### src/rtl/pipeline_defs.sv
// Shared decode constants for the 5-stage pipeline hazard logic.
// Holds MIPS opcode/funct codes, the instruction-class enum, Tuse/Tnew
// encodings, Forward_* select codes and small class helper functions.
package pipeline_defs;

    localparam logic [5:0] OP_RTYPE = 6'h00;
    localparam logic [5:0] OP_JAL   = 6'h03;
    localparam logic [5:0] OP_BEQ   = 6'h04;
    localparam logic [5:0] OP_ORI   = 6'h0d;
    localparam logic [5:0] OP_LUI   = 6'h0f;
    localparam logic [5:0] OP_LW    = 6'h23;
    localparam logic [5:0] OP_SW    = 6'h2b;

    localparam logic [5:0] FN_JR    = 6'h08;
    localparam logic [5:0] FN_MFHI  = 6'h10;
    localparam logic [5:0] FN_MTHI  = 6'h11;
    localparam logic [5:0] FN_MFLO  = 6'h12;
    localparam logic [5:0] FN_MTLO  = 6'h13;
    localparam logic [5:0] FN_MULT  = 6'h18;
    localparam logic [5:0] FN_MULTU = 6'h19;
    localparam logic [5:0] FN_DIV   = 6'h1a;
    localparam logic [5:0] FN_DIVU  = 6'h1b;
    localparam logic [5:0] FN_ADDU  = 6'h21;
    localparam logic [5:0] FN_SUBU  = 6'h23;

    typedef enum logic [3:0] {
        CLS_NOP, CLS_CAL_R, CLS_CAL_I, CLS_LOAD, CLS_STORE, CLS_BEQ,
        CLS_JR, CLS_JAL, CLS_MULT, CLS_DIV, CLS_MF, CLS_MT
    } iclass_e;

    // TUSE_NONE (3) is larger than any Tnew, so an unused operand never stalls
    localparam logic [1:0] TUSE_0    = 2'd0;
    localparam logic [1:0] TUSE_1    = 2'd1;
    localparam logic [1:0] TUSE_2    = 2'd2;
    localparam logic [1:0] TUSE_NONE = 2'd3;

    localparam logic [1:0] TNEW_0 = 2'd0;
    localparam logic [1:0] TNEW_1 = 2'd1;
    localparam logic [1:0] TNEW_2 = 2'd2;

    localparam logic [2:0] FWD_D_GRF    = 3'd0;
    localparam logic [2:0] FWD_D_PC8_E  = 3'd1;
    localparam logic [2:0] FWD_D_ALU_M  = 3'd2;
    localparam logic [2:0] FWD_D_PC8_M  = 3'd3;
    localparam logic [2:0] FWD_D_GRF_WD = 3'd4;

    localparam logic [1:0] FWD_E_REG    = 2'd0;
    localparam logic [1:0] FWD_E_ALU_M  = 2'd1;
    localparam logic [1:0] FWD_E_PC8_M  = 2'd2;
    localparam logic [1:0] FWD_E_GRF_WD = 2'd3;

    function automatic logic [1:0] tuse_rs(input iclass_e c);
        case (c)
            CLS_BEQ, CLS_JR:                          return TUSE_0;
            CLS_CAL_R, CLS_CAL_I, CLS_LOAD, CLS_STORE,
            CLS_MULT, CLS_DIV, CLS_MT:                return TUSE_1;
            default:                                  return TUSE_NONE;
        endcase
    endfunction

    function automatic logic [1:0] tuse_rt(input iclass_e c);
        case (c)
            CLS_BEQ:                           return TUSE_0;
            CLS_CAL_R, CLS_MULT, CLS_DIV:      return TUSE_1;
            CLS_STORE:                         return TUSE_2;
            default:                           return TUSE_NONE;
        endcase
    endfunction

    // Producer whose result sits on ALUOut once it reaches M
    function automatic logic alu_result(input iclass_e c);
        return (c == CLS_CAL_R) || (c == CLS_CAL_I) || (c == CLS_MF);
    endfunction

    // Instructions that touch HI/LO and must wait for the MDU
    function automatic logic is_mdu(input iclass_e c);
        return (c == CLS_MULT) || (c == CLS_DIV) || (c == CLS_MF) || (c == CLS_MT);
    endfunction

endpackage

### src/rtl/instr_class.sv
// Per-stage instruction decoder.
// Ports: ir_i (instruction word, 0 = nop) -> cls_o (instruction class),
//        waddr_o (GPR written, 0 if none), tnew_o (Tnew as seen in E).
module instr_class
    import pipeline_defs::*;
(
    input  logic [31:0] ir_i,
    output iclass_e     cls_o,
    output logic [4:0]  waddr_o,
    output logic [1:0]  tnew_o
);
    logic [5:0] op, fn;
    logic       unused;

    assign op = ir_i[31:26];
    assign fn = ir_i[5:0];
    assign unused = ^{ir_i[25:21], ir_i[10:6]};

    always_comb begin
        cls_o = CLS_NOP;
        case (op)
            OP_RTYPE: begin
                case (fn)
                    FN_ADDU, FN_SUBU:   cls_o = CLS_CAL_R;
                    FN_JR:              cls_o = CLS_JR;
                    FN_MFHI, FN_MFLO:   cls_o = CLS_MF;
                    FN_MTHI, FN_MTLO:   cls_o = CLS_MT;
                    FN_MULT, FN_MULTU:  cls_o = CLS_MULT;
                    FN_DIV, FN_DIVU:    cls_o = CLS_DIV;
                    default:            cls_o = CLS_NOP;
                endcase
            end
            OP_ORI, OP_LUI: cls_o = CLS_CAL_I;
            OP_LW:          cls_o = CLS_LOAD;
            OP_SW:          cls_o = CLS_STORE;
            OP_BEQ:         cls_o = CLS_BEQ;
            OP_JAL:         cls_o = CLS_JAL;
            default:        cls_o = CLS_NOP;
        endcase
    end

    always_comb begin
        waddr_o = 5'd0;
        tnew_o  = TNEW_0;
        case (cls_o)
            CLS_CAL_R, CLS_MF: begin waddr_o = ir_i[15:11]; tnew_o = TNEW_1; end
            CLS_CAL_I:         begin waddr_o = ir_i[20:16]; tnew_o = TNEW_1; end
            CLS_LOAD:          begin waddr_o = ir_i[20:16]; tnew_o = TNEW_2; end
            CLS_JAL:           begin waddr_o = 5'd31;       tnew_o = TNEW_0; end
            default:           begin waddr_o = 5'd0;        tnew_o = TNEW_0; end
        endcase
    end

endmodule

### src/rtl/hazard_ctrl.sv
// Hazard/stall controller for the 5-stage pipeline.
// Inputs : clk, reset (sync, active high), IR_D/IR_E/IR_M/IR_W.
// Outputs: PCNen/FD_Nen/DE_clr (stall), Forward_RSD/RTD (D-stage select),
//          Forward_RSE/RTE (E-stage select), Forward_RTM (store data in M),
//          md_start_E (MDU accepts op in E), md_busy (HI/LO pending).
// Optional: HAZARD_PERF_CNT_EN adds stall_cnt / md_stall_cnt cycle counters.
module hazard_ctrl
    import pipeline_defs::*;
#(
    parameter int unsigned MULT_CYCLES = 5,
    parameter int unsigned DIV_CYCLES  = 10
) (
    input  logic        clk,
    input  logic        reset,
    input  logic [31:0] IR_D,
    input  logic [31:0] IR_E,
    input  logic [31:0] IR_M,
    input  logic [31:0] IR_W,
    output logic        PCNen,
    output logic        FD_Nen,
    output logic        DE_clr,
    output logic [2:0]  Forward_RSD,
    output logic [2:0]  Forward_RTD,
    output logic [1:0]  Forward_RSE,
    output logic [1:0]  Forward_RTE,
    output logic        Forward_RTM,
    output logic        md_start_E,
    output logic        md_busy
`ifdef HAZARD_PERF_CNT_EN
    ,
    output logic [31:0] stall_cnt,
    output logic [31:0] md_stall_cnt
`endif
);
    iclass_e    cls_d, cls_e, cls_m, cls_w;
    logic [4:0] wa_d, wa_e, wa_m, wa_w;
    logic [1:0] tnew_d, tnew_e, tnew_m, tnew_w, tnew_m_eff;
    logic       data_stall, mdu_stall, stall;
    logic [3:0] cnt_q, cnt_d;
    logic       unused;

    instr_class u_cls_d (.ir_i(IR_D), .cls_o(cls_d), .waddr_o(wa_d), .tnew_o(tnew_d));
    instr_class u_cls_e (.ir_i(IR_E), .cls_o(cls_e), .waddr_o(wa_e), .tnew_o(tnew_e));
    instr_class u_cls_m (.ir_i(IR_M), .cls_o(cls_m), .waddr_o(wa_m), .tnew_o(tnew_m));
    instr_class u_cls_w (.ir_i(IR_W), .cls_o(cls_w), .waddr_o(wa_w), .tnew_o(tnew_w));

    assign unused = ^{wa_d, tnew_d, tnew_w, cls_w};

    function automatic logic hit(input logic [4:0] a, input logic [4:0] r);
        return (a != 5'd0) && (a == r);
    endfunction

    // Nearest producer wins; a matching producer with nothing ready selects 0
    // (the stall or a later E-stage forward covers it).
    function automatic logic [2:0] fwd_d(input logic [4:0] r,
                                         input iclass_e ce, input logic [4:0] ae,
                                         input iclass_e cm, input logic [4:0] am,
                                         input logic [4:0] aw);
        if (hit(ae, r))      return (ce == CLS_JAL) ? FWD_D_PC8_E : FWD_D_GRF;
        else if (hit(am, r)) return (cm == CLS_JAL) ? FWD_D_PC8_M :
                                    alu_result(cm)  ? FWD_D_ALU_M : FWD_D_GRF;
        else if (hit(aw, r)) return FWD_D_GRF_WD;
        else                 return FWD_D_GRF;
    endfunction

    function automatic logic [1:0] fwd_e(input logic [4:0] r,
                                         input iclass_e cm, input logic [4:0] am,
                                         input logic [4:0] aw);
        if (hit(am, r))      return (cm == CLS_JAL) ? FWD_E_PC8_M :
                                    alu_result(cm)  ? FWD_E_ALU_M : FWD_E_REG;
        else if (hit(aw, r)) return FWD_E_GRF_WD;
        else                 return FWD_E_REG;
    endfunction

    // Tnew counts down by one stage as the producer moves E -> M
    assign tnew_m_eff = (tnew_m != 2'd0) ? tnew_m - 2'd1 : 2'd0;

    assign data_stall =
        (hit(wa_e, IR_D[25:21]) && (tuse_rs(cls_d) < tnew_e))     ||
        (hit(wa_m, IR_D[25:21]) && (tuse_rs(cls_d) < tnew_m_eff)) ||
        (hit(wa_e, IR_D[20:16]) && (tuse_rt(cls_d) < tnew_e))     ||
        (hit(wa_m, IR_D[20:16]) && (tuse_rt(cls_d) < tnew_m_eff));

    assign mdu_stall = is_mdu(cls_d) && md_busy;
    assign stall     = data_stall || mdu_stall;
    assign PCNen     = stall;
    assign FD_Nen    = stall;
    assign DE_clr    = stall;

    assign Forward_RSD = fwd_d(IR_D[25:21], cls_e, wa_e, cls_m, wa_m, wa_w);
    assign Forward_RTD = fwd_d(IR_D[20:16], cls_e, wa_e, cls_m, wa_m, wa_w);
    assign Forward_RSE = fwd_e(IR_E[25:21], cls_m, wa_m, wa_w);
    assign Forward_RTE = fwd_e(IR_E[20:16], cls_m, wa_m, wa_w);
    assign Forward_RTM = (cls_m == CLS_STORE) && hit(wa_w, IR_M[20:16]);

    // MDU busy tracker: a start is only taken when idle, so a stray MDU op
    // in E during a count never reloads the counter.
    always_comb begin
        md_start_E = 1'b0;
        cnt_d      = cnt_q;
        if (cnt_q == 4'd0 && cls_e == CLS_MULT) begin
            md_start_E = 1'b1;
            cnt_d      = 4'(MULT_CYCLES);
        end else if (cnt_q == 4'd0 && cls_e == CLS_DIV) begin
            md_start_E = 1'b1;
            cnt_d      = 4'(DIV_CYCLES);
        end else if (cnt_q != 4'd0) begin
            cnt_d = cnt_q - 4'd1;
        end
    end

    always_ff @(posedge clk) begin
        if (reset) cnt_q <= 4'd0;
        else       cnt_q <= cnt_d;
    end

    assign md_busy = (cnt_q != 4'd0) || md_start_E;

`ifdef HAZARD_PERF_CNT_EN
    logic [31:0] stall_cnt_q, md_stall_cnt_q;

    always_ff @(posedge clk) begin
        if (reset) begin
            stall_cnt_q    <= 32'd0;
            md_stall_cnt_q <= 32'd0;
        end else begin
            if (stall)     stall_cnt_q    <= stall_cnt_q + 32'd1;
            if (mdu_stall) md_stall_cnt_q <= md_stall_cnt_q + 32'd1;
        end
    end

    assign stall_cnt    = stall_cnt_q;
    assign md_stall_cnt = md_stall_cnt_q;
`else
    // Counters not built; stall behaviour is unaffected.
`endif

endmodule
### config.mk
export PLATFORM = sky130hd
export DESIGN_NAME = hazard_ctrl
export DESIGN_NICKNAME = d
export VERILOG_FILES = /design/src/rtl/pipeline_defs.sv /design/src/rtl/instr_class.sv /design/src/rtl/hazard_ctrl.sv
export SDC_FILE = /design/constraint.sdc
export NUM_CORES = 1
export LEC_CHECK = 0
export ABC_AREA = 1
export BUFFER_PORTS_ARGS = -buffer_cell sky130_fd_sc_hd__buf_4
export CORE_ASPECT_RATIO = 1.4
export CORE_UTILIZATION = 43
export DETAILED_ROUTE_END_ITERATION = 16
export HOLD_SLACK_MARGIN = 0.06
export PLACE_DENSITY = 0.8
export SLEW_MARGIN = 20
export SYNTH_ARGS = -nofsm -noshare
export SYNTH_HDL_FRONTEND = slang
export SYNTH_SLANG_ARGS = --single-unit
### constraint.sdc
create_clock -name clk -period 3.2 [get_ports clk]
set_input_delay 0.64 -clock clk [delete_from_list [all_inputs] [get_ports clk]]
set_output_delay 0.64 -clock clk [all_outputs]
set_load 0.01 [all_outputs]
==> impl_metrics.toml, run 1 <==
[layout]
final_common_cell = "nand2_1"
regArea_um2 = 80.1
largest_register_ffs = 4
final_util_pct = 81.5
largest-register = "cnt_q"
multi_input_area_mm2 = 0.00315
top_regs = "cnt_q x4"
final_nets = 884
layout-drive-gt1-share_pct = 48.7
final_cell_mix = "nand2_1, buf_4, inv_1"
antenna_cells = 0
area_delta_synth_final_pct = 81.1
fillerInstances = 406

[global_routing]
grt_max_degree = 11
grt_pass1_wl_um = 16900
grt.overflow.total = 0
grt_pass1_vias = 4256
track_usage_pct = 29.3
antenna_found_initial = 0

[sta]
post-route-min-period_ns = 3.47
setup_tns_ns = -1.61
report.final.hold_viol_count = 0
holdWs_ns = 0.477
fmax_mhz = 288
finalCritPeriodShare_pct = 109
fin_skew_ns = 0.000904
fin_ws_ns = -0.274
setup_viol = 13
finalMaxSlewViolations = 0
rsz0062_at_grt = "true"

[clock_tree]
cts.sinks = 4
cts_tree = "built"
cts_made_buffers = 3
root_buffer = "clkbuf_8"
cts_max_level = 1
clk_latency_ns = 0.22
cts_buffer_depth = 2
clk_pin_slew_worst_paths_ns = 0.03

[power_and_ir_drop]
p_leak_nw = 2.80
power_w = 0.000821
powerDensity_mw_per_mm2 = 161
max-vdd-ir-drop_v = 0.000143

[route]
first_pass_iters = 5
vias_per_cell = 5.59
drc = 0
drt_iter0_drc = 258
num_vias = 4555
wl_per_cell_um = 15.4
ant_nets = 0
wl_um = 12500

[critical_path]
cp-start-kind = "input pin"
worstPathMaxFanout = 4
rrSetupSlack_ns = 1.24
r2r_start = "cnt_q[0]"
r2r_end = "cnt_q[1]"
required_ns = 2.56
cp-end-kind = "primary output"
worstPathArrival_ns = 2.83
worstSetupPathType = "input pin to primary output"
timing.reg2reg.worst_path_depth = 10

[yosys]
ys_seq_area_share_pct = 2.84
synth_top_area_share_pct = 24.1
synth.yosys.warnings = 0
netlist_instances = 571
synth_cell_types = 34
synth-seq-cells = 4
syn_avg_cell_area_um2 = 4.93
yosysTopAreaCell = "nand2_1"
synth_area_leaders = "nand2_1, nand3_1, inv_1, nor2_1, xor2_1"
synth_area_mm2 = 0.00282

[placed_design]
port-buffer-count = 110
hpwl_um = 8320
routabilityCongestion = 0.923

[floorplan]
die_height_um = 97.7
ioPinCount = 146
num_rows = 34
dieArea_mm2 = 0.00688
core_area_mm2 = 0.00625
initial_core_util_pct = 45.0
die_w_um = 70.4

[run_status]
violations = "negative setup slack"
outcome = "complete, but fails checks"

[worst_hold_path]
min-delay-start = "cnt_q[0]"
min_to = "cnt_q[0]"
hold_class = "register to register"
whs_path_depth = 2

[flow_run]
maxCapViolCount = 0
layout make-up:
cell class                 instances  area share, %
multi-input combinational        475           61.9
clock buffer                       3          0.810
tap                               72           1.77
timing repair buffer             170           27.1
inverter                          91           6.85
sequential                         4           1.57
metal layers:
metal / vias to the layer above / part of all wire (%) / global-route usage, %
met5: - / 0 / 0
met4: 0 / 6.8 / 14.2
met3: 87 / 5.5 / 2.06
met2: 279 / 54 / 60.9
met1: 2026 / 33 / 27.6
li1: 2163 / - / -
worst max-delay path by stage:
stage | start | to | slack (ns) | depth (start not counted)
final | IR_D[31] | FD_Nen | -0.27 | 20
after detailed placement | IR_D[2] | FD_Nen | -0.41 | 19
after global routing | IR_D[2] | FD_Nen | -0.35 | 21
after global placement | IR_D[2] | FD_Nen | -0.28 | 19
after CTS | IR_D[3] | FD_Nen | -0.15 | 20
after floorplan | IR_D[2] | FD_Nen | 0.06 | 20
through the flow:
step	worst slack [ns]	cells	instance area, um^2
floorplan	0.0564	572	2820
global placement	-0.276	794	4040
detailed placement	-0.408	794	4040
CTS	-0.146	801	4320
global route	-0.353	815	5100
finish	-0.274	815	5100
where the power goes:
| part | internal, W | total, W | switching [W] | leakage (nW) |
|---|---|---|---|---|
| logic | 0.000277 | 0.000637 | 0.000359 | 2.74 |
| clock network | 0.0000802 | 0.000107 | 0.0000267 | 0.0216 |
| registers | 0.0000687 | 0.0000773 | 0.00000854 | 0.0332 |
| total | 0.000426 | 0.000821 | 0.000395 | 2.80 |
critical path, stage by stage:
cell and delay [ns]:
buf_4 0.10, nor2_4 0.05, nand3_2 0.12, inv_2 0.05, buf_4 0.13, nand4_1 0.09
inv_2 0.07, nor3_4 0.34, inv_2 0.08, nand2_2 0.09, a21oi_2 0.06, a21oi_2 0.11
inv_2 0.06, ha_4 0.26, a21oi_2 0.06, nand3_1 0.09, nand2_1 0.06, nor2_1 0.11
nand2_2 0.11, buf_6 0.14
kinds of logic (layout without fill, tap and decap cells):
family                   Yosys count  in the layout  synth area share (%)
XOR/XNOR                          18             18                  5.60
flip-flops                         4              4                  2.84
other                              1              2                 0.133
buffers and inverters             93            264                  12.7
AO/OA/AOI/OAI                     43             43                  8.31
adder cells (fa/ha/maj)            9              9                  4.00
AND/OR/NAND/NOR                  403            403                  66.4
synth_stat cells:
master	instances
nand3b_1	3
nand3_2	10
nand3_1	67
a21o_1	1
ha_1	9
o211ai_1	1
conb_1	1
o31ai_1	1
o21ai_0	7
o311ai_0	1
nor3_1	7
nor2_2	6
nor4_1	1
nand4_2	1
dfxtp_1	4
xnor2_1	1
clkinv_1	1
nand4_1	18
nor2_4	2
inv_2	6
nor3_2	1
nand2_1	181
nand2_4	5
nor4_2	1
a21oi_2	1
or2_2	1
nand2_2	20
a21oi_1	28
inv_1	84
o21ai_1	2
xor2_1	17
nor2_1	79
a221oi_1	1
buf_4	2
what timing repair did:
action                                  4_1_cts  5_1_grt
endpoints found under the setup margin       14       14
buffers inserted                              4       14
pin swaps                                    27       61
hold buffers                                  0        0
gates resized for setup                      60      169
endpoints found under the hold margin         0        0
Power figures use the tool's default switching activity.
==> inputs of run 2 (changes only) <==
--- a/config.mk
+++ b/config.mk
@@ -8,10 +8,10 @@
 export ABC_AREA = 1
 export BUFFER_PORTS_ARGS = -buffer_cell sky130_fd_sc_hd__buf_4
 export CORE_ASPECT_RATIO = 1.4
-export CORE_UTILIZATION = 43
+export CORE_UTILIZATION = 51
 export DETAILED_ROUTE_END_ITERATION = 16
 export HOLD_SLACK_MARGIN = 0.06
-export PLACE_DENSITY = 0.8
+export PLACE_DENSITY = 0.89
 export SLEW_MARGIN = 20
 export SYNTH_ARGS = -nofsm -noshare
 export SYNTH_HDL_FRONTEND = slang
==> constraint.sdc (replaced) <==
create_clock -name clk -period 4 [get_ports clk]
set_input_delay 0.8 -clock clk [delete_from_list [all_inputs] [get_ports clk]]
set_output_delay 0.8 -clock clk [all_outputs]
set_load 0.01 [all_outputs]
==> impl_metrics.toml, run 2 (synthesized netlist as in run 1, its figures left out) <==
[global_routing]
grt_pass1_vias = 3796
top_usage_layer = "met2"
grt_use_met3_pct = 2.28
grt.overflow.total = 0
antenna_found_initial = 0
track_usage_pct = 31.1
grt_max_degree = 11
gr-usage-met2_pct = 59.9
grtUsageMet1_pct = 31.9
grt_pass1_wl_um = 15000

[clock_tree]
root_buffer = "clkbuf_8"
cts_max_level = 1
cts.sinks = 4
postCtsHoldBufs = 0
clk_latency_ns = 0.22
clk_pin_slew_worst_paths_ns = 0.03
cts_made_buffers = 3
cts_tree = "built"
cts_buffer_depth = 2

[power_and_ir_drop]
p_leak_nw = 2.29
max-vdd-ir-drop_v = 0.000102
powerDensity_mw_per_mm2 = 141

[route]
num_vias = 3959
wl_um = 8920
drt_iter0_drc = 220
vias_per_cell = 5.28
wl_per_cell_um = 11.9
ant_nets = 0
first_pass_iters = 5
drc = 0

[floorplan]
dieArea_mm2 = 0.00583
num_rows = 31
core_area_mm2 = 0.00524
die_height_um = 89.9
die_w_um = 64.8
ioPinCount = 146
initial_core_util_pct = 53.8

[critical_path]
cp-start-kind = "input pin"
critPathLaunch = "IR_D[2]"
r2r_start = "cnt_q[0]"
cpPeakStageDelay_ns = 0.26
critical_path.cell_chain = "buf_4 > inv_1 > nand2_1 > inv_2 > nand2_1 > o21ai_1 > nand2_1 > o21ai_0 > nand2_1 > nand2_2 > inv_1 > ha_1 > inv_2 > o21ai_1 > o21ai_1 > ha_1 > a21o_1 > nor3_2 > nor2_1 > nand2_1 > buf_4"
cpMaxStageDelayCell = "ha_1"
crit_path_frequent_cell = "nand2_1"
required_ns = 3.20
cp-end-kind = "primary output"
worstPathMaxFanout = 3
worstSetupPathType = "input pin to primary output"
worstPathArrival_ns = 3.02

[sta]
fin_skew_ns = 0.000287
setup_tns_ns = 0
rsz0062_at_grt = "false"
fin_ws_ns = 0.176
finalMaxSlewViolations = 0
setup_viol = 0
finalCritPeriodShare_pct = 95.6
fmax_mhz = 262
post-route-min-period_ns = 3.82
tightest_slew_ns = 0.567
report.final.hold_viol_count = 0
relSlewSlack_pct = 61.9

[placed_design]
port-buffer-count = 110
hpwl_um = 7730
place_ws_ns = 0.0468
routabilityCongestion = 0.967

[layout]
top_regs = "cnt_q x4"
final_nets = 825
largest-register = "cnt_q"
final_common_cell = "nand2_1"
fillerInstances = 515
final_cell_mix = "nand2_1, buf_4, inv_1"
area_delta_synth_final_pct = 34.4
largest_register_ffs = 4
antenna_cells = 0
layout-drive-gt1-share_pct = 25.7

[worst_hold_path]
min-delay-start = "cnt_q[0]"
hold_class = "register to register"

[run_status]
outcome = "finished, final reports clean"

[flow_run]
maxCapViolCount = 0
## run 2: final cells by class
type	count	area (um^2)	share of cell area [%]
Clock buffer	3	41.3	1.09
Inverter	91	342	9.02
Multi-Input combinational cell	475	2410	63.6
Sequential cell	4	80.1	2.12
Tap cell	66	82.6	2.18
Timing Repair Buffer	111	833	22.0
## run 2: repair_timing
action	in CTS	in global routing
buffers inserted	0	1
endpoints found under the setup margin	0	3
resized for setup	0	13
## run 2: critical path, delay by kind of cell
kind | cells | cell delay [ns]
adders and majority gates | 2 | 0.48
buffers and inverters | 6 | 0.52
and+or+nand+nor | 8 | 0.69
AOI/OAI and AO/OA | 5 | 0.53
## run 2: report_power, final
part	switching (W)	leakage, nW	internal (W)	total (W)
clock	0.0000222	0.0216	0.0000642	0.0000865
sequential	0.00000630	0.0332	0.0000550	0.0000613
combinational	0.000220	2.24	0.000168	0.000388
## run 2: layer usage
| metal | part of all wire [%] | vias to the layer above |
|---|---|---|
| met1 | 37 | 1723 |
| li1 | - | 2040 |
| met3 | 5.5 | 31 |
| met5 | 0 | - |
| met4 | 4.3 | 0 |
| met2 | 53 | 165 |
## run 2: stage by stage
stage | cell area (um^2) | total power (W) | std cells | hold slack (ns) | util, %
4_1_cts | 3750 | 0.000531 | 749 | 0.461 | 71.7
2_1_floorplan | 2820 | 0.000286 | 572 | 0.437 | -
6_report | 3780 | 0.000535 | 750 | 0.461 | 72.3
3_5_place_dp | 3710 | 0.000440 | 746 | 0.456 | 70.9
5_1_grt | 3780 | 0.000591 | 750 | 0.475 | 72.3
3_3_place_gp | 3710 | 0.000429 | 746 | 0.448 | 70.9
## run 2: worst paths after layout
kind | endpoint | slack, ns | cells after the start
setup reg to reg | cnt_q[1] | 2.20 | 10
hold / removal | cnt_q[0] | 0.46 | 2
hold reg to reg | cnt_q[0] | 0.46 | 2
setup / recovery | FD_Nen | 0.18 | 21
==> inputs of run 3 (changes only) <==
--- a/config.mk
+++ b/config.mk
@@ -5,13 +5,12 @@
 export SDC_FILE = /design/constraint.sdc
 export NUM_CORES = 1
 export LEC_CHECK = 0
-export ABC_AREA = 1
 export BUFFER_PORTS_ARGS = -buffer_cell sky130_fd_sc_hd__buf_4
 export CORE_ASPECT_RATIO = 1.4
-export CORE_UTILIZATION = 51
+export CORE_UTILIZATION = 49
 export DETAILED_ROUTE_END_ITERATION = 16
 export HOLD_SLACK_MARGIN = 0.06
-export PLACE_DENSITY = 0.89
+export PLACE_DENSITY = 0.88
 export SLEW_MARGIN = 20
 export SYNTH_ARGS = -nofsm -noshare
 export SYNTH_HDL_FRONTEND = slang
==> impl_metrics.toml, run 3 <==
[floorplan]
die_w_um = 62.5
initial_core_util_pct = 51.5
num_rows = 30
ioPinCount = 146
die_height_um = 86.7

[clock_tree]
cts_max_level = 1
cts_made_buffers = 3
cts.sinks = 4
cts_buffer_depth = 2
postCtsHoldBufs = 0
root_buffer = "clkbuf_8"

[yosys]
synth.yosys.warnings = 0
netlist_top_cells_count = "xor2_1, nand2_1, nor2_1, nor3_1, o21ai_0"
synth_cell_types = 67
synth_area_mm2 = 0.00251
synth_edf_count = 0
netlist_instances = 351
synth_area_leaders = "xor2_1, ha_1, a221oi_1, xnor2_1, nor3_1"
ys_seq_area_share_pct = 3.19
synth-seq-cells = 4
yosysMostFrequentCell = "xor2_1"
synth_top_area_share_pct = 14.6
yosysTopAreaCell = "xor2_1"
ys_dominant_reg_cell = "dfxtp_1"
syn_avg_cell_area_um2 = 7.16
synthArstFlopShare_pct = 0

[placed_design]
dp_cells = 619
routabilityCongestion = 0.915
hpwl_um = 9180
port-buffer-count = 110

[global_routing]
grt_max_degree = 9

[run_status]
outcome = "stopped before the end"
error = "[ERROR DPL-0038] Utilization greater than 100%, impossible to legalize"
stop_stage = "5_1_grt"

[sta]
worst_endpoint_kind = "output port"
worst_endpoint = "Forward_RSD[1]"
-- run 3: cell count changes after synthesis, moves of 14 or more --
cell	change
nand2_1	-159
inv_1	-72
nor2_1	-61
xor2_1	+25
nand2_2	-20
nand3_1	-54
a21oi_1	-14
-- run 3: kinds of logic after synthesis --
group / after synthesis / synth area share (%)
fa+ha+maj: 9 / 4.48
other cells: 1 / 0.149
simple gates: 155 / 35.7
flops: 4 / 3.19
buf+inv: 19 / 3.43
mux: 12 / 5.13
compound gates: 99 / 29.8
xor+xnor: 52 / 18.1
-- run 3: through the flow --
step / hold WS, ns / cell area (um^2) / worst slack, ns / utilization [%]
2_1_floorplan: 0.455 / 2750 / -0.147 / -
4_1_cts: 0.523 / 4590 / -0.458 / 94.1
3_3_place_gp: 0.486 / 4360 / -0.465 / 89.3
3_5_place_dp: 0.511 / 4360 / -0.543 / 89.3
-- run 3: timing repair --
| item | CTS |
|---|---|
| gates resized for setup | 36 |
| pin swaps | 20 |
| setup buffers | 3 |
| endpoints found under the setup margin | 14 |
==> inputs of run 4 (changes only) <==
--- a/config.mk
+++ b/config.mk
@@ -6,11 +6,9 @@
 export NUM_CORES = 1
 export LEC_CHECK = 0
 export BUFFER_PORTS_ARGS = -buffer_cell sky130_fd_sc_hd__buf_4
-export CORE_ASPECT_RATIO = 1.4
-export CORE_UTILIZATION = 49
+export CORE_UTILIZATION = 40
 export DETAILED_ROUTE_END_ITERATION = 16
-export HOLD_SLACK_MARGIN = 0.06
-export PLACE_DENSITY = 0.88
+export PLACE_DENSITY_LB_ADDON = 0.15
 export SLEW_MARGIN = 20
 export SYNTH_ARGS = -nofsm -noshare
 export SYNTH_HDL_FRONTEND = slang
==> impl_metrics.toml, run 4 <==
[layout]
final_cell_mix = "buf_4, xor2_1, nand2_1"
largest-register = "cnt_q"
final_common_cell = "buf_4"
final_nets = 708
final_area_mm2 = 0.00465
antenna_cells = 0
area_delta_synth_final_pct = 84.9
layout-drive-gt1-share_pct = 50.1
top_regs = "cnt_q x4"
largest_register_ffs = 4

[route]
drc = 0
wl_per_cell_um = 15.2
first_pass_iters = 4
ant_nets = 0
drt_iter0_drc = 160
vias_per_cell = 5.69
wl_um = 9740
num_vias = 3654

[yosys]
synth.yosys.warnings = 0
synthArstFlopShare_pct = 0
netlist_top_cells_count = "xor2_1, nand2_1, nor2_1, nor3_1, o21ai_0"
synth_area_leaders = "xor2_1, ha_1, a221oi_1, xnor2_1, nor3_1"
synth_top_area_share_pct = 14.6
netlist_instances = 351
syn_avg_cell_area_um2 = 7.16
synth_area_mm2 = 0.00251
synth_edf_count = 0
yosysMostFrequentCell = "xor2_1"
ys_dominant_reg_cell = "dfxtp_1"
synth_cell_types = 67
ys_seq_area_share_pct = 3.19
yosysTopAreaCell = "xor2_1"
synth-seq-cells = 4

[clock_tree]
cts_tree = "built"
postCtsHoldBufs = 0
cts_buffer_depth = 2
root_buffer = "clkbuf_8"
clk_pin_slew_worst_paths_ns = 0.03
cts_made_buffers = 3
clk_latency_ns = 0.22
cts_max_level = 1
cts.sinks = 4

[placed_design]
dpl_cell_area_mm2 = 0.00438
hpwl_um = 7770
routabilityCongestion = 0.975
place_ws_ns = -0.510
port-buffer-count = 110

[sta]
relSlewSlack_pct = 63.4
fin_ws_ns = -0.464
rsz0062_at_grt = "true"
setup_viol = 14
tightest_slew_ns = 0.548
finalCritPeriodShare_pct = 112
fin_skew_ns = 0.00654
finalMaxSlewViolations = 0
post-route-min-period_ns = 4.46
report.final.hold_viol_count = 0
fmax_mhz = 224
setup_tns_ns = -5.10

[flow_run]
maxCapViolCount = 0

[power_and_ir_drop]
p_leak_nw = 2.00
powerDensity_mw_per_mm2 = 136
max-vdd-ir-drop_v = 0.000256

[floorplan]
core_area_mm2 = 0.00599
die_height_um = 81.3
die_w_um = 81.3
initial_core_util_pct = 42.0
num_rows = 28
ioPinCount = 146
dieArea_mm2 = 0.00660

[global_routing]
grt_max_degree = 9
grt.overflow.total = 0
track_usage_pct = 29.6
antenna_found_initial = 0
grt_pass1_wl_um = 15600
grt_pass1_vias = 3583

[worst_hold_path]
hold_class = "register to register"

[critical_path]
worstSetupPathType = "input pin to primary output"
required_ns = 3.20
worstPathArrival_ns = 3.66
cp-end-kind = "primary output"
worstPathMaxFanout = 7
cp-start-kind = "input pin"

[run_status]
outcome = "complete, but fails checks"
violations = "negative setup slack"
run 4: cell counts after synthesis:
Identical to the previous run, type by type.
run 4: logic make-up (layout without fill, tap and decap cells):
group / count (synthesis) / in the layout / synth area share (%)
simple gates: 155 / 155 / 35.7
compound gates: 99 / 99 / 29.8
xor+xnor: 52 / 52 / 18.1
buf+inv: 19 / 234 / 3.43
mux: 12 / 12 / 5.13
fa+ha+maj: 9 / 9 / 4.48
flops: 4 / 4 / 3.19
other cells: 1 / 2 / 0.149
run 4: worst max-delay path, cell delays in order:
cell and delay, ns:
buf_6 0.09, or4_4 0.57, a2111oi_4 0.20, a211oi_1 0.07, mux2_4 0.37, a221oi_4 0.35
buf_4 0.19, xor2_2 0.17, nand4_1 0.14, nor3_2 0.28, mux2i_1 0.27, buf_4 0.16
run 4: what timing repair did:
action / 4_1_cts / 5_1_grt
pin swaps: 23 / 10
endpoints found under the setup margin: 14 / 14
gates cloned: 0 / 0
resized for setup: 29 / 7
buffers inserted: 8 / 1
run 4: per-layer routing:
metal  vias to the layer above  share of wire (%)  track usage, %
met5                         -                  0               0
met4                         0                2.9            10.5
met3                        32                4.9            2.47
met2                       137                 49            54.3
met1                      1691                 43            35.4
li1                       1794                  -               -
run 4: cell type report:
cell class | instances | area (um^2)
well taps | 75 | 93.8
flip-flops and latches | 4 | 80.1
fillers | 454 | 1340
repair buffers | 219 | 1670
inverters | 12 | 45.0
multi-input cells | 329 | 2720
clock buffers | 3 | 41.3
run 4: worst paths after layout:
kind | end | start | cells past startpoint | slack [ns]
hold reg to reg | cnt_q[0] | cnt_q[0] | 1 | 0.51
hold / removal | cnt_q[0] | cnt_q[0] | 1 | 0.51
setup / recovery | Forward_RTE[1] | IR_M[29] | 12 | -0.46
setup reg to reg | cnt_q[0] | cnt_q[1] | 6 | 2.49
run 4: power by group:
| group | internal (W) | leakage, nW | switching, W | total (W) |
|---|---|---|---|---|
| Combinational | 0.000244 | 1.94 | 0.000226 | 0.000469 |
| Sequential | 0.0000579 | 0.0331 | 0.0000167 | 0.0000746 |
| Clock | 0.0000644 | 0.0216 | 0.0000233 | 0.0000876 |
| Total | 0.000366 | 2.00 | 0.000266 | 0.000632 |
run 4: stage by stage:
| step | cells | total power [W] | utilization, % | hold slack, ns |
|---|---|---|---|---|
| finish | 642 | 0.000632 | 77.6 | 0.507 |
| global route | 642 | 0.000681 | 77.6 | 0.535 |
| CTS | 641 | 0.000623 | 76.9 | 0.507 |
| detailed placement | 631 | 0.000515 | 73.1 | 0.504 |
| global placement | 631 | 0.000498 | 73.1 | 0.482 |
| floorplan | 352 | 0.000284 | - | 0.455 |
